===== config.mk =====
export PLATFORM = sky130hd
export DESIGN_NAME = alu_issue_ctrl_flat
export DESIGN_NICKNAME = d
export VERILOG_FILES = /design/src/rtl/alu_issue_ctrl_if.sv /design/src/rtl/alu_issue_ctrl.sv /design/src/flat_wrapper.sv
export SDC_FILE = /design/constraint.sdc
export NUM_CORES = 1
export LEC_CHECK = 0
export BUFFER_PORTS_ARGS = -buffer_cell sky130_fd_sc_hd__buf_2
export CAP_MARGIN = 5
export CELL_PAD_IN_SITES_DETAIL_PLACEMENT = 1
export CELL_PAD_IN_SITES_GLOBAL_PLACEMENT = 1
export CORE_ASPECT_RATIO = 1.1
export CORE_UTILIZATION = 39
export DETAILED_ROUTE_END_ITERATION = 8
export PLACE_DENSITY_LB_ADDON = 0.1
export SLEW_MARGIN = 30
export SYNTH_ARGS = -nofsm -noshare
export SYNTH_HDL_FRONTEND = slang
export SYNTH_SLANG_ARGS = --single-unit

===== constraint.sdc =====
create_clock -name clk -period 5.2 [get_ports clk]
set_input_delay 0.26 -clock clk [delete_from_list [all_inputs] [get_ports clk]]
set_output_delay 0.26 -clock clk [all_outputs]
set_load 0.05 [all_outputs]

===== src/rtl/alu_issue_ctrl_if.sv =====
// Decode-to-ALU-to-writeback bundle: request handshake, registered ALU inputs,
// ALU result/flags, response handshake and the architectural flag register.
interface alu_issue_ctrl_if;
    logic        req_valid, req_ready;
    logic [31:0] req_a, req_b, req_shamt, req_offset;
    logic [1:0]  req_src;
    logic [2:0]  req_op;
    logic        req_setf;
    logic [31:0] alu_a, alu_b, alu_shamt, alu_offset;
    logic [1:0]  alu_source;
    logic [2:0]  alu_op;
    logic [31:0] alu_result;
    logic        alu_carry, alu_zero, alu_sign;
    logic        rsp_valid, rsp_ready;
    logic [31:0] rsp_result;
    logic        rsp_carry, rsp_zero, rsp_sign;
    logic        flag_carry, flag_zero, flag_sign;

    modport slave (
        input  req_valid, req_a, req_b, req_shamt, req_offset, req_src, req_op, req_setf,
               alu_result, alu_carry, alu_zero, alu_sign, rsp_ready,
        output req_ready, alu_a, alu_b, alu_shamt, alu_offset, alu_source, alu_op,
               rsp_valid, rsp_result, rsp_carry, rsp_zero, rsp_sign,
               flag_carry, flag_zero, flag_sign
    );

    modport master (
        output req_valid, req_a, req_b, req_shamt, req_offset, req_src, req_op, req_setf,
               alu_result, alu_carry, alu_zero, alu_sign, rsp_ready,
        input  req_ready, alu_a, alu_b, alu_shamt, alu_offset, alu_source, alu_op,
               rsp_valid, rsp_result, rsp_carry, rsp_zero, rsp_sign,
               flag_carry, flag_zero, flag_sign
    );
endinterface


===== src/rtl/alu_issue_ctrl.sv =====
// Issue/capture controller on the ALU operand side: registers one op, holds it
// for SETTLE_CYCLES, captures result/flags and hands them off via valid/ready.
module alu_issue_ctrl #(
    parameter int unsigned SETTLE_CYCLES = 1
) (
    input  logic           clk,
    input  logic           rst_n,
    alu_issue_ctrl_if.slave bus
);
    typedef enum logic [1:0] {IDLE = 2'd0, SETTLE = 2'd1, RESP = 2'd2} state_t;

    localparam logic [3:0] CNT_LOAD = 4'(SETTLE_CYCLES - 1);

    state_t     state, state_nxt;
    logic [3:0] cnt;
    logic       setf;
    logic       accept, capture, ready_c, valid_c;

    always_ff @(posedge clk or negedge rst_n) begin
        if (!rst_n) state <= IDLE;
        else        state <= state_nxt;
    end

    // RESP re-arms combinationally from rsp_ready so a new op can issue on the
    // same edge as the response handshake.
    always_comb begin
        state_nxt = state;
        ready_c   = 1'b0;
        valid_c   = 1'b0;
        accept    = 1'b0;
        capture   = 1'b0;
        case (state)
            IDLE: begin
                ready_c = 1'b1;
                if (bus.req_valid) begin
                    accept    = 1'b1;
                    state_nxt = SETTLE;
                end
            end
            SETTLE: begin
                if (cnt == 4'd0) begin
                    capture   = 1'b1;
                    state_nxt = RESP;
                end
            end
            RESP: begin
                valid_c = 1'b1;
                if (bus.rsp_ready) begin
                    ready_c = 1'b1;
                    if (bus.req_valid) begin
                        accept    = 1'b1;
                        state_nxt = SETTLE;
                    end else begin
                        state_nxt = IDLE;
                    end
                end
            end
            default: state_nxt = IDLE;
        endcase
    end

    assign bus.req_ready = ready_c;
    assign bus.rsp_valid = valid_c;

    always_ff @(posedge clk or negedge rst_n) begin
        if (!rst_n) begin
            bus.alu_a      <= '0;
            bus.alu_b      <= '0;
            bus.alu_shamt  <= '0;
            bus.alu_offset <= '0;
            bus.alu_source <= '0;
            bus.alu_op     <= '0;
            setf           <= 1'b0;
            cnt            <= '0;
        end else if (accept) begin
            bus.alu_a      <= bus.req_a;
            bus.alu_b      <= bus.req_b;
            bus.alu_shamt  <= bus.req_shamt;
            bus.alu_offset <= bus.req_offset;
            bus.alu_source <= bus.req_src;
            bus.alu_op     <= bus.req_op;
            setf           <= bus.req_setf;
            cnt            <= CNT_LOAD;
        end else if (state == SETTLE && cnt != 4'd0) begin
            cnt <= cnt - 4'd1;
        end
    end

    always_ff @(posedge clk or negedge rst_n) begin
        if (!rst_n) begin
            bus.rsp_result <= '0;
            bus.rsp_carry  <= 1'b0;
            bus.rsp_zero   <= 1'b0;
            bus.rsp_sign   <= 1'b0;
            bus.flag_carry <= 1'b0;
            bus.flag_zero  <= 1'b0;
            bus.flag_sign  <= 1'b0;
        end else if (capture) begin
            bus.rsp_result <= bus.alu_result;
            bus.rsp_carry  <= bus.alu_carry;
            bus.rsp_zero   <= bus.alu_zero;
            bus.rsp_sign   <= bus.alu_sign;
            if (setf) begin
                bus.flag_carry <= bus.alu_carry;
                bus.flag_zero  <= bus.alu_zero;
                bus.flag_sign  <= bus.alu_sign;
            end
        end
    end
endmodule


===== src/flat_wrapper.sv =====
// flat-port wrapper written by rule: the top's interface ports become plain ports
module alu_issue_ctrl_flat 
#(
    parameter int unsigned SETTLE_CYCLES = 1
)
  (clk, rst_n, bus_req_valid, bus_req_a, bus_req_b, bus_req_shamt, bus_req_offset, bus_req_src, bus_req_op, bus_req_setf, bus_alu_result, bus_alu_carry, bus_alu_zero, bus_alu_sign, bus_rsp_ready, bus_req_ready, bus_alu_a, bus_alu_b, bus_alu_shamt, bus_alu_offset, bus_alu_source, bus_alu_op, bus_rsp_valid, bus_rsp_result, bus_rsp_carry, bus_rsp_zero, bus_rsp_sign, bus_flag_carry, bus_flag_zero, bus_flag_sign);
  alu_issue_ctrl_if bus_i ();
  input  logic clk;
  input  logic rst_n;
  input wire logic [$bits(bus_i.req_valid)-1:0] bus_req_valid;
  input wire logic [$bits(bus_i.req_a)-1:0] bus_req_a;
  input wire logic [$bits(bus_i.req_b)-1:0] bus_req_b;
  input wire logic [$bits(bus_i.req_shamt)-1:0] bus_req_shamt;
  input wire logic [$bits(bus_i.req_offset)-1:0] bus_req_offset;
  input wire logic [$bits(bus_i.req_src)-1:0] bus_req_src;
  input wire logic [$bits(bus_i.req_op)-1:0] bus_req_op;
  input wire logic [$bits(bus_i.req_setf)-1:0] bus_req_setf;
  input wire logic [$bits(bus_i.alu_result)-1:0] bus_alu_result;
  input wire logic [$bits(bus_i.alu_carry)-1:0] bus_alu_carry;
  input wire logic [$bits(bus_i.alu_zero)-1:0] bus_alu_zero;
  input wire logic [$bits(bus_i.alu_sign)-1:0] bus_alu_sign;
  input wire logic [$bits(bus_i.rsp_ready)-1:0] bus_rsp_ready;
  output wire logic [$bits(bus_i.req_ready)-1:0] bus_req_ready;
  output wire logic [$bits(bus_i.alu_a)-1:0] bus_alu_a;
  output wire logic [$bits(bus_i.alu_b)-1:0] bus_alu_b;
  output wire logic [$bits(bus_i.alu_shamt)-1:0] bus_alu_shamt;
  output wire logic [$bits(bus_i.alu_offset)-1:0] bus_alu_offset;
  output wire logic [$bits(bus_i.alu_source)-1:0] bus_alu_source;
  output wire logic [$bits(bus_i.alu_op)-1:0] bus_alu_op;
  output wire logic [$bits(bus_i.rsp_valid)-1:0] bus_rsp_valid;
  output wire logic [$bits(bus_i.rsp_result)-1:0] bus_rsp_result;
  output wire logic [$bits(bus_i.rsp_carry)-1:0] bus_rsp_carry;
  output wire logic [$bits(bus_i.rsp_zero)-1:0] bus_rsp_zero;
  output wire logic [$bits(bus_i.rsp_sign)-1:0] bus_rsp_sign;
  output wire logic [$bits(bus_i.flag_carry)-1:0] bus_flag_carry;
  output wire logic [$bits(bus_i.flag_zero)-1:0] bus_flag_zero;
  output wire logic [$bits(bus_i.flag_sign)-1:0] bus_flag_sign;
  assign bus_i.req_valid = bus_req_valid;
  assign bus_i.req_a = bus_req_a;
  assign bus_i.req_b = bus_req_b;
  assign bus_i.req_shamt = bus_req_shamt;
  assign bus_i.req_offset = bus_req_offset;
  assign bus_i.req_src = bus_req_src;
  assign bus_i.req_op = bus_req_op;
  assign bus_i.req_setf = bus_req_setf;
  assign bus_i.alu_result = bus_alu_result;
  assign bus_i.alu_carry = bus_alu_carry;
  assign bus_i.alu_zero = bus_alu_zero;
  assign bus_i.alu_sign = bus_alu_sign;
  assign bus_i.rsp_ready = bus_rsp_ready;
  assign bus_req_ready = bus_i.req_ready;
  assign bus_alu_a = bus_i.alu_a;
  assign bus_alu_b = bus_i.alu_b;
  assign bus_alu_shamt = bus_i.alu_shamt;
  assign bus_alu_offset = bus_i.alu_offset;
  assign bus_alu_source = bus_i.alu_source;
  assign bus_alu_op = bus_i.alu_op;
  assign bus_rsp_valid = bus_i.rsp_valid;
  assign bus_rsp_result = bus_i.rsp_result;
  assign bus_rsp_carry = bus_i.rsp_carry;
  assign bus_rsp_zero = bus_i.rsp_zero;
  assign bus_rsp_sign = bus_i.rsp_sign;
  assign bus_flag_carry = bus_i.flag_carry;
  assign bus_flag_zero = bus_i.flag_zero;
  assign bus_flag_sign = bus_i.flag_sign;
  alu_issue_ctrl #(.SETTLE_CYCLES(SETTLE_CYCLES)) u_core (.clk(clk), .rst_n(rst_n), .bus(bus_i));
endmodule

=== Yosys cells after proc, flatten, opt, wreduce, memory -nomap -nowiden ===
Index checks and enable logic that the tools add are counted.
Widths: inputs -> output; s select.

* Eq/ne operators: 5
* $mul: 0
* Bitwise logic cells: 0
* Reductions and logical operators: 7
* Add/subtract/negate cells: 1
* Shift operators: 0
* Mux-type cells: 15
* Divide/modulo/power cells: 0
* Order comparisons: 0

{| class="wikitable"
|+ Operator list
! kind !! number
|-
| $mux 4 || 2
|-
| $mux 1 || 7
|-
| $mux 2 || 3
|-
| $pmux 2 s3 || 1
|-
| $logic_not 4->1 || 1
|-
| $ne 2x2->1 const B || 2
|-
| $pmux 1 s2 || 2
|-
| $reduce_bool 4->1 || 1
|-
| $sub 4x1->4 const B || 1
|-
| $reduce_and 3->1 || 1
|-
| $eq 2x1->1 const B || 1
|-
| $eq 2x2->1 const B || 1
|-
| $logic_not 2->1 || 1
|-
| $ne 2x1->1 const B || 1
|-
| $reduce_and 2->1 || 1
|-
| $reduce_bool 2->1 || 1
|-
| $logic_and 1x1->1 || 1
|}

* Latch bits: 0
* Input bits: 173
* Memories kept: 0
* Output and inout bits: 173
* Memory bits (read-only): 0
* Bits in writable memories: 0
* Register bits after elaboration: 178
* Logic and storage cells: 44

=== Depth between registers and ports, before layout ===
Gate-level depths: netlist (run 1).

* Depth after elaboration: 4
* Mapped depth: 6
* Depth with buffers taken out: 5

=== Worst setup path after synthesis (run 1) ===
No wires, ideal clock.

* Path type: register -> register
* Start point: register u_core.cnt[0]
* End point: register u_core.bus.rsp_result[10] (netlist name)
* Library setup time: 0.125 ns
* Slack: 3.564 ns
* Clock period less this slack: 1.636 ns
* Cell stages (with the launch flop): 7
* Required time: 5.075 ns
* Arrival time: 1.511 ns
* Buffers on the path: 1
* Path through: dfrtp_1 -> inv_1 -> ha_1 -> nor3b_4 -> nand2_4 -> buf_6 -> mux2_4

* Word-level cells in the longest chain between the ends: 3

{| class="wikitable"
|+ Ends and longest elaborated chain
! element !! line !! text
|-
| from (decl) || alu_issue_ctrl.sv:15 || <nowiki>logic [3:0] cnt;</nowiki>
|-
| from (signal assigned) || alu_issue_ctrl.sv:85 || <nowiki>cnt <= cnt - 4'd1;</nowiki>
|-
| $logic_not 4->1 || alu_issue_ctrl.sv:41 || <nowiki>if (cnt == 4'd0) begin</nowiki>
|-
| $mux 1 || alu_issue_ctrl.sv:41 ||
|-
| $mux 1 || alu_issue_ctrl.sv:32 || <nowiki>case (state)</nowiki>
|-
| to (signal assigned) || alu_issue_ctrl.sv:99 || <nowiki>bus.rsp_result <= bus.alu_result;</nowiki>
|-
| to (decl) || alu_issue_ctrl_if.sv:23 || <nowiki>rsp_valid, rsp_result, rsp_carry, rsp_zero, rsp_sign,</nowiki>
|}

Every way passes these cells.
A chain may end at the register's enable or synchronous reset.

=== Final worst setup path (run 1) ===
* Start point: register u_core.cnt[0]
* End point: register u_core.bus.rsp_result[19] (netlist name)

Same word-level chain as after synthesis.

==> results.sh, run 1 <==
export IMPL_status="completed"
export IMPL_fin_cells=1000
export IMPL_grt_use_total_pct=21.11
export IMPL_rows=50
export IMPL_dp_cells=965
export IMPL_crit_type="reg -> reg"
export IMPL_num_vias=4691
export IMPL_rrSetupSlack_ns=3.16
export IMPL_grt_pass1_wl_um=28490
export IMPL_max_freq_mhz=489.0
export IMPL_multi_input_area_sq_um=2250
export IMPL_fin_crit_sh_pct=39.32
export IMPL_critPathLaunchType="flip-flop"
export IMPL_grt_pass1_vias=5273
export IMPL_gp_congestion=0.7694
export IMPL_ant_nets=0
export IMPL_r2r_cells=5
export IMPL_cts_tree="built"
export IMPL_fillers=1825
export IMPL_cp_max_fo=36
export IMPL_skew_ns=0.006059
export IMPL_synth_seq_area_share_pct=64.88
export IMPL_coreArea_sq_um=17140
export IMPL_grt_max_degree=105
export IMPL_cts_root_buffer="clkbuf_16"
export IMPL_ys_warn_count=0
export IMPL_ys_types=22
export IMPL_drt_iter0_markers=132
export IMPL_worst_ep_required_time_ns=5.51
export IMPL_layout_drive_gt1_share_pct=71.47
export IMPL_cts_buffers=17
export IMPL_dp_hpwl_um=13970
export IMPL_syn_inst=400
export IMPL_grt_overflow_total=0
export IMPL_post_cts_buffers=0
export IMPL_die_w_um=128.5
export IMPL_finalHoldViolCount=0
export IMPL_finalWirelength_um=18600
export IMPL_cts_sinks=178
export IMPL_initial_core_util_pct=40.05
export IMPL_endpoint_kind="flip-flop"
export IMPL_arrival_ns=2.36
export IMPL_placed_area_sq_um=8778
export IMPL_synth_edf_count=0
export IMPL_nets=926
export IMPL_setup_viol_count_final=0
export IMPL_rsz0062_at_grt="false"
export IMPL_post_route_drc_count=0
export IMPL_tns_ns=0
export IMPL_final_util_pct=54.91
export IMPL_first_pass_iters=4
export IMPL_reg2reg_from="u_core.cnt[0]$_DFFE_PN0P_"
export IMPL_ios=346
export IMPL_seq_area_sq_um=4454
export IMPL_synthArstFlopShare_pct=100.0
export IMPL_syn_area_sq_um=6865
export IMPL_cp_startpoint="u_core.cnt[0]$_DFFE_PN0P_"
export IMPL_ys_dominant_reg_cell="dfrtp_1"
export IMPL_cap_violations=0
export IMPL_syn_to_final_growth_pct=37.09
export IMPL_viasPerCell=4.691
export IMPL_stdcell_area_sq_um=9412
export IMPL_worstMarginPinSlew_ns=0.8181
export IMPL_finalMaxSlewViolations=0
export IMPL_antenna_found_initial=2
export IMPL_critPathCapture="u_core.bus.rsp_result[19]$_DFFE_PN0P_"
export IMPL_synth_nets=575
export IMPL_synth_seq_cells=178
export IMPL_cts_path_max_buffers=2
export IMPL_dieHeight_um=141.2
export IMPL_clkSlewWorstSetupHoldPaths_ns=0.07
export IMPL_relSlewSlack_pct=45.46
export IMPL_clkLatencyLatePin_ns=0.43
export IMPL_syn_avg_cell_area_sq_um=17.16
export IMPL_min_period_ns=2.045
export IMPL_wire_per_inst_um=18.60
export IMPL_io_buffers=345
export IMPL_htree_levels=4
export IMPL_die_area_sq_um=18140
export IMPL_reg2reg_to="u_core.bus.rsp_result[19]$_DFFE_PN0P_"
export IMPL_hold_class="in -> reg"
cells in the final DEF (no fill, tap or decap), types with 2 or more instances in the layout:
cell type	instances
dfrtp_1	178
a21oi_1	3
o21ai_0	4
inv_6	6
mux2_4	29
buf_4	3
bufinv_16	3
clkinvlp_4	2
and2b_1	2
clkbuf_16	17
clkinv_2	3
diode_2	2
a21o_1	2
buf_2	344
ha_1	2
nand2b_1	3
clkbuf_8	2
inv_1	5
or3_1	2
mux2_1	10
mux2_2	133
metrics by stage:
stage | setup WS [ns] | hold slack, ns
after CTS | 3.063 | 0.03355
after global routing | 3.035 | 0.03441
after floorplan | 3.564 | -0.03559
after detailed placement | 3.087 | 0.4509
after global placement | 3.164 | 0.4296
final | 3.155 | 0.05159
Yosys cell counts (all sizes together), types with 2 or more instances:
master    n  area (sq um)
a21oi     3         15.01
dfrtp   178          4454
ha        2         25.02
nor2      2         7.510
mux2    172          2046
inv       5         18.77
a21o      2         15.01
or3       2         12.51
and2b     2         15.01
o21ai     4         20.02
nand2b    3         18.77
buf      18         150.1
area by class of cell:
| cell class | count | share of cell area (%) |
|---|---|---|
| Sequential cell | 178 | 47.33 |
| Multi-Input combinational cell | 199 | 23.90 |
| Timing Repair Buffer | 350 | 18.90 |
| Clock buffer | 18 | 4.666 |
| Tap cell | 234 | 3.111 |
| Clock inverter | 14 | 1.835 |
| Inverter | 5 | 0.1994 |
| Antenna cell | 2 | 0.05318 |
logic make-up after synthesis:
group           after synthesis  share of synthesized area [%]
compound gates               11                         0.9477
fa+ha+maj                     2                         0.3644
buf+inv                      23                          2.460
flops                       178                          64.88
mux                         173                          29.94
simple gates                 13                          1.403
flip-flops by register name (all words and copies together), names as in the netlist, 3 cells and up:
name / flops
u_core.bus.alu_a: 32
u_core.cnt: 4
u_core.bus.alu_offset: 32
u_core.bus.alu_op: 3
u_core.bus.alu_b: 32
u_core.bus.alu_shamt: 32
u_core.bus.rsp_result: 32
metal layers:
layer,up-vias,wire length [um],GRT usage (%)
met2,205,10330,39.29
met4,0,491,9.164
met5,-,0,0
met1,2342,6341,21.35
met3,34,1431,6.679
li1,2110,-,-
critical path, cell delays in order (launching register included):
cell and delay [ns]:
dfrtp_1 0.40, inv_1 0.08, ha_1 0.19, nor3b_4 0.36, nand2_4 0.43, mux2_4 0.44
repair_timing:
item / in CTS / in global routing
hold buffers: 1 / 0
endpoints found under the hold margin: 45 / 0
gates resized for setup: 0 / 0
worst min path at each step:
stage	start	to	slack [ns]	depth (start not counted)
2_1_floorplan	rst_n	u_core.bus.alu_a[0]$_DFFE_PN0P_	-0.04	0
3_3_place_gp	rst_n	u_core.bus.alu_a[5]$_DFFE_PN0P_	0.43	1
3_5_place_dp	rst_n	u_core.bus.alu_a[5]$_DFFE_PN0P_	0.45	1
4_1_cts	bus_req_shamt[14]	u_core.bus.alu_shamt[14]$_DFFE_PN0P_	0.03	2
5_1_grt	bus_req_offset[16]	u_core.bus.alu_offset[16]$_DFFE_PN0P_	0.03	2
6_report	bus_req_offset[16]	u_core.bus.alu_offset[16]$_DFFE_PN0P_	0.05	2
Power of run 1 is left out: the tool's default activity adds up to more than one toggle a clock period on the data nets, which glitch-free logic cannot reach.
==> run 2, diff against run 1 <==
--- a/config.mk
+++ b/config.mk
@@ -5,12 +5,13 @@
 export SDC_FILE = /design/constraint.sdc
 export NUM_CORES = 1
 export LEC_CHECK = 0
+export ABC_AREA = 1
 export BUFFER_PORTS_ARGS = -buffer_cell sky130_fd_sc_hd__buf_2
 export CAP_MARGIN = 5
 export CELL_PAD_IN_SITES_DETAIL_PLACEMENT = 1
 export CELL_PAD_IN_SITES_GLOBAL_PLACEMENT = 1
 export CORE_ASPECT_RATIO = 1.1
-export CORE_UTILIZATION = 39
+export CORE_UTILIZATION = 33
 export DETAILED_ROUTE_END_ITERATION = 8
 export PLACE_DENSITY_LB_ADDON = 0.1
 export SLEW_MARGIN = 30
==> constraint.sdc (replaced) <==
create_clock -name clk -period 2 [get_ports clk]
set_input_delay 0.1 -clock clk [delete_from_list [all_inputs] [get_ports clk]]
set_output_delay 0.1 -clock clk [all_outputs]
set_load 0.05 [all_outputs]
==> run 2 against run 1 <==
  * Clock skew increased by 0.011 ns
  * Hold slack better by 0.18 ns
  * Routed wire length up 47%
  * Die area is 22% higher
  * Via count grew 61%
  * Sequential cell count is the same
  * Sequential share of layout area decreased by 8.7 points
  * Clock-buffer cell count up 2
  * Synthesized area grew 3.6%
  * Worst setup slack got worse by 3.1 ns
  * Core utilization rose by 0.46 points
  * Global-route usage increased by 4.1 points
  * Critical path type is now reg -> out
==> results.sh, run 2 <==
export IMPL_die_w_um=141.9
export IMPL_yosysTopAreaCell="dfrtp_1"
export IMPL_syn_inst=788
export IMPL_synthTopCellsByArea="dfrtp_1 63%, nand2_1 19%, nand3_1 12%"
export IMPL_clkSlewWorstSetupHoldPaths_ns=0.07
export IMPL_dieHeight_um=155.9
export IMPL_nets=1470
export IMPL_min_period_ns=1.909
export IMPL_synthTopCellsByCount="355 x nand2_1, 178 x dfrtp_1, 174 x nand3_1"
export IMPL_initial_core_util_pct=34.10
export IMPL_ys_types=20
export IMPL_whs_ns=0.2351
export IMPL_htree_levels=4
export IMPL_max_freq_mhz=523.7
export IMPL_cap_violations=0
export IMPL_viasPerCell=4.737
export IMPL_drt_iter0_markers=313
export IMPL_hold_class="in -> async"
export IMPL_tns_ns=0
export IMPL_die_area_sq_um=22130
export IMPL_cpPeakStageDelay_ns=0.57
export IMPL_fin_ws_ns=0.09065
export IMPL_syn_to_final_growth_pct=62.39
export IMPL_worst_ep_required_time_ns=1.90
export IMPL_relSlewSlack_pct=54.08
export IMPL_yosysMostFrequentCell="nand2_1"
export IMPL_synth_top_area_share_pct=62.65
export IMPL_grt_use_total_pct=25.23
export IMPL_ir_drop_mv=1.028
export IMPL_fillers=2510
export IMPL_cts_sinks=178
export IMPL_layout_drive_gt1_share_pct=31.27
export IMPL_cts_root_buffer="clkbuf_16"
export IMPL_dp_hpwl_um=16680
export IMPL_p_leak_nw=6.366
export IMPL_syn_avg_cell_area_sq_um=9.022
export IMPL_cp_num_buf_inv=1
export IMPL_grt_pass1_vias=8233
export IMPL_arrival_ns=1.81
export IMPL_cts_buffers=17
export IMPL_crit_type="reg -> out"
export IMPL_antenna_found_initial=1
export IMPL_cp_depth=2
export IMPL_finalHoldViolCount=0
export IMPL_final_cell_mix="355 x nand2_1, 343 x buf_2, 178 x dfrtp_1"
export IMPL_rows=55
export IMPL_worstMarginPinSlew_ns=0.6888
export IMPL_ios=346
export IMPL_cellPowerDensity_nw_per_um2=1916
export IMPL_rsz0062_at_grt="false"
export IMPL_grt_overflow_total=0
export IMPL_cts_tree="built"
export IMPL_ant_nets=0
export IMPL_first_pass_iters=4
export IMPL_synth_seq_cells=178
export IMPL_post_route_drc_count=0
export IMPL_cp_max_fo=10
export IMPL_skew_ns=0.01656
export IMPL_grt_max_degree=135
export IMPL_ys_dominant_reg_cell="dfrtp_1"
export IMPL_finalWirelength_um=27260
export IMPL_wire_per_inst_um=17.10
export IMPL_final_common_cell="nand2_1"
export IMPL_cts_path_max_buffers=2
export IMPL_status="completed"
export IMPL_grt_pass1_wl_um=43260
export IMPL_place_ws_ns=0.3564
export IMPL_setup_viol_count_final=0
export IMPL_synth_nets=963
export IMPL_fin_cells=1594
export IMPL_cp_cell_sequence="a21oi_4 > buf_2"
export IMPL_gp_congestion=0.7553
export IMPL_clkLatencyLatePin_ns=0.43
export IMPL_num_vias=7551
export IMPL_coreArea_sq_um=20850
export IMPL_synth_edf_count=0
export IMPL_critPathLaunchType="flip-flop"
export IMPL_io_buffers=345
export IMPL_syn_area_sq_um=7109
export IMPL_synth_seq_area_share_pct=62.65
export IMPL_dp_cells=1390
export IMPL_endpoint_kind="output pin"
export IMPL_synthArstFlopShare_pct=100.0
export IMPL_finalMaxSlewViolations=0
export IMPL_fin_crit_sh_pct=95.47
export IMPL_r2r_cells=8
export IMPL_ys_warn_count=0
export IMPL_cp_slowest_cell="a21oi_4"
export IMPL_crit_family="compound AO/OA/AOI/OAI gates"
-- run 2: final timing paths --
check,start,to,slack [ns]
setup / recovery,u_core.state[1]$_DFFE_PN0P_,bus_req_ready,0.09
hold / removal,rst_n,u_core.bus.rsp_result[27]$_DFFE_PN0P_,0.24
setup reg to reg,u_core.state[1]$_DFFE_PN0P_,u_core.bus.rsp_result[26]$_DFFE_PN0P_,0.37
hold reg to reg,u_core.bus.rsp_result[27]$_DFFE_PN0P_,u_core.bus.rsp_result[27]$_DFFE_PN0P_,0.47
max in group asynchronous,rst_n,u_core.bus.alu_offset[6]$_DFFE_PN0P_,1.10
min in group clk,bus_req_valid,u_core.setf$_DFFE_PN0P_,0.29
-- run 2: cells by family (layout without fill, tap and decap cells) --
group | count (synthesis) | after routing | synth area share, %
AOI/OAI and AO/OA | 4 | 4 | 0.4398
xor gates and xnor gates | 1 | 1 | 0.1232
adders and majority gates | 2 | 2 | 0.3519
buffers and inverters | 63 | 583 | 4.576
DFF | 178 | 178 | 62.65
other | 0 | 1 | 0
and+or+nand+nor | 540 | 540 | 31.86
-- run 2: area by class of cell --
type / count / area [sq um] / area share [%]
Clock inverter: 12 / 100.1 / 0.8670
Multi-Input combinational cell: 547 / 2342 / 20.29
Antenna cell: 1 / 2.502 / 0.02168
Tap cell: 285 / 356.6 / 3.089
Clock buffer: 20 / 446.7 / 3.869
Timing Repair Buffer: 543 / 3812 / 33.02
Sequential cell: 178 / 4454 / 38.58
Inverter: 8 / 30.03 / 0.2601
-- run 2: worst reg2reg max path: cells and delay by family, from the launching register on --
family / cells / cell delay [ns]
DFF: 1 / 0.43
and+or+nand+nor: 5 / 0.50
buffers and inverters: 3 / 0.65
-- run 2: what timing repair did --
item                      CTS  global route
buffers inserted            0             0
resized for setup           0             0
hold endpoints to repair  224             0
hold buffers              171             0
-- run 2: metrics by stage --
stage | area (sq um) | utilization (%) | power (W)
3_3_place_gp | 9284 | 44.52 | 0.01844
5_1_grt | 11540 | 55.37 | 0.02332
4_1_cts | 11540 | 55.36 | 0.02213
2_1_floorplan | 7109 | - | 0.01517
3_5_place_dp | 9284 | 44.52 | 0.01864
6_report | 11540 | 55.37 | 0.02212
-- run 2: routing by layer --
metal	vias to the layer above	global-route usage (%)	part of all wire (%)
li1	3541	-	-
met1	3673	28.19	38
met2	270	45.20	53
met3	67	6.016	5.6
met4	0	11.73	3.7
met5	-	0	0
-- run 2: power breakdown --
part           switching [W]  internal [W]  total (W)
logic                0.00971       0.00294     0.0126
clock network        0.00150       0.00165    0.00314
registers           0.000991       0.00534    0.00633
total                 0.0122       0.00992     0.0221
(Power assumes the default switching activity.)
==> run 3, diff against run 2 <==
--- a/config.mk
+++ b/config.mk
@@ -10,8 +10,7 @@
 export CAP_MARGIN = 5
 export CELL_PAD_IN_SITES_DETAIL_PLACEMENT = 1
 export CELL_PAD_IN_SITES_GLOBAL_PLACEMENT = 1
-export CORE_ASPECT_RATIO = 1.1
-export CORE_UTILIZATION = 33
+export CORE_UTILIZATION = 35
 export DETAILED_ROUTE_END_ITERATION = 8
 export PLACE_DENSITY_LB_ADDON = 0.1
 export SLEW_MARGIN = 30
==> constraint.sdc (replaced) <==
create_clock -name clk -period 2.3 [get_ports clk]
set_input_delay 0.115 -clock clk [delete_from_list [all_inputs] [get_ports clk]]
set_output_delay 0.115 -clock clk [all_outputs]
set_load 0.05 [all_outputs]
==> run 3 against run 2 <==
  * Sequential power is 13% lower
  * Critical endpoint unchanged
  * Largest power group unchanged
  * Hold slack gained 0.051 ns
  * Largest cell class unchanged
  * Critical path type unchanged
  * Sequential share of layout area up 0.68 points
==> results.sh, run 3 (synthesized netlist as in run 2, its figures left out) <==
export IMPL_setup_viol_count_final=0
export IMPL_gp_congestion=0.7662
export IMPL_hold_buffers=171
export IMPL_dp_hpwl_um=15840
export IMPL_r2r_cells=7
export IMPL_status="completed"
export IMPL_skew_ns=0.01139
export IMPL_reg2reg_from="u_core.cnt[0]$_DFFE_PN0P_"
export IMPL_viasPerCell=4.791
export IMPL_grt_pass1_vias=7985
export IMPL_cts_tree="built"
export IMPL_cellPowerDensity_nw_per_um2=1681
export IMPL_initial_core_util_pct=36.06
export IMPL_reg2reg_to="u_core.bus.rsp_result[18]$_DFFE_PN0P_"
export IMPL_p_int_w=0.008433
export IMPL_clkSlewWorstSetupHoldPaths_ns=0.07
export IMPL_antenna_found_initial=1
export IMPL_dieHeight_um=144.5
export IMPL_ir_drop_mv=0.8494
export IMPL_die_area_sq_um=20890
export IMPL_relSlewSlack_pct=57.31
export IMPL_arrival_ns=1.88
export IMPL_first_pass_iters=4
export IMPL_finalWirelength_um=27510
export IMPL_ios=346
export IMPL_total_power_w=0.01907
export IMPL_grt_use_total_pct=26.49
export IMPL_p_sw_share_pct=55.78
export IMPL_endpoint_kind="output pin"
export IMPL_power_frac_seq_pct=28.9
export IMPL_final_common_cell="nand2_1"
export IMPL_final_cell_mix="355 x nand2_1, 343 x buf_2, 178 x dfrtp_1"
export IMPL_ant_nets=0
export IMPL_dp_cells=1357
export IMPL_cap_violations=0
export IMPL_cpPeakStageDelay_ns=0.43
export IMPL_htree_levels=4
export IMPL_cts_path_max_buffers=2
export IMPL_crit_type="reg -> out"
export IMPL_critPathLaunchType="flip-flop"
export IMPL_finalHoldViolCount=0
export IMPL_fin_cells=1561
export IMPL_power_share_clock_pct=14.7
export IMPL_drt_iter0_markers=338
export IMPL_grt_pass1_wl_um=42030
export IMPL_max_freq_mhz=501.5
export IMPL_cts_resized=0
export IMPL_share_comb_of_total_power_pct=56.4
export IMPL_post_cts_buffers=0
export IMPL_tns_ns=0
export IMPL_p_leak_nw=6.292
export IMPL_cp_cell_sequence="a21oi_4 > buf_12 > buf_2"
export IMPL_num_vias=7479
export IMPL_worstMarginPinSlew_ns=0.6403
export IMPL_syn_to_final_growth_pct=59.57
export IMPL_rsz0062_at_grt="false"
export IMPL_worst_ep_required_time_ns=2.18
export IMPL_nets=1457
export IMPL_cts_buffers=17
export IMPL_grt_overflow_total=0
export IMPL_fin_crit_sh_pct=86.69
export IMPL_rrSetupSlack_ns=0.58
export IMPL_hold_class="in -> async"
export IMPL_die_w_um=144.5
export IMPL_cp_max_fo=100
export IMPL_cts_sinks=178
export IMPL_fillers=2363
export IMPL_clkLatencyLatePin_ns=0.43
export IMPL_io_buffers=345
export IMPL_wire_per_inst_um=17.62
export IMPL_rows=51
export IMPL_grt_max_degree=135
export IMPL_coreArea_sq_um=19720
export IMPL_min_period_ns=1.994
export IMPL_layout_drive_gt1_share_pct=30.66
export IMPL_p_sw_w=0.01064
export IMPL_finalMaxSlewViolations=0
export IMPL_cts_root_buffer="clkbuf_16"
export IMPL_post_route_drc_count=0
export IMPL_cp_slowest_cell="dfrtp_1"
run 3: changes by cell type in the layout (fill, tap and decap cells not counted), sizes merged:
cell,change
inv,+5
clkbuf,-1
clkinvlp,-3
buf,-13
clkinv,-1
run 3: worst max-delay path by stage:
stage | from | endpoint | slack (ns)
2_1_floorplan | u_core.state[1]$_DFFE_PN0P_ | u_core.bus.alu_offset[0]$_DFFE_PN0P_ | 0.74
3_3_place_gp | u_core.cnt[0]$_DFFE_PN0P_ | u_core.bus.rsp_result[18]$_DFFE_PN0P_ | 0.65
3_5_place_dp | u_core.cnt[0]$_DFFE_PN0P_ | u_core.bus.rsp_result[1]$_DFFE_PN0P_ | 0.57
4_1_cts | u_core.state[1]$_DFFE_PN0P_ | bus_req_ready | 0.32
5_1_grt | u_core.state[1]$_DFFE_PN0P_ | bus_req_ready | 0.21
6_report | u_core.state[1]$_DFFE_PN0P_ | bus_req_ready | 0.31
run 3: critical path, delay by kind of cell, from the launching register on:
kind,cells,cell delay [ns]
AO/OA/AOI/OAI,1,0.21
buffers and inverters,2,0.72
flip-flops,1,0.43
run 3: area by class of cell:
cell class	count	area [sq um]	share of cell area (%)
Sequential cell	178	4454	39.26
Timing Repair Buffer	530	3627	31.97
Multi-Input combinational cell	547	2342	20.65
Clock buffer	19	442.9	3.904
Tap cell	265	331.6	2.923
Clock inverter	13	113.9	1.004
Inverter	8	30.03	0.2647
Antenna cell	1	2.502	0.02206
run 3: per-stage QoR:
stage / cell area (sq um) / setup WS, ns / hold slack [ns] / utilization (%)
final: 11340 / 0.3060 / 0.2866 / 57.54
after global routing: 11340 / 0.2129 / 0.3275 / 57.54
after CTS: 11340 / 0.3180 / 0.2772 / 57.52
after detailed placement: 9074 / 0.5714 / 0.1608 / 46.02
after global placement: 9074 / 0.6457 / 0.1658 / 46.02
after floorplan: 7109 / 0.7398 / -0.1806 / -
run 3: power by group through the flow:
stage	Sequential, W	Clock, W	Combinational (W)
floorplan	0.0106	0	0.00264
global placement	0.00546	0	0.0103
detailed placement	0.00549	0	0.0105
CTS	0.00547	0.00286	0.0107
global route	0.00569	0.00299	0.0114
finish	0.00551	0.00280	0.0108
run 3: per-layer routing:
metal / routed length (um) / track usage (%) / vias up
li1: - / - / 3512
met1: 10760 / 30.27 / 3666
met2: 14220 / 46.20 / 250
met3: 1825 / 7.815 / 51
met4: 703 / 10.64 / 0
met5: 0 / 0 / -
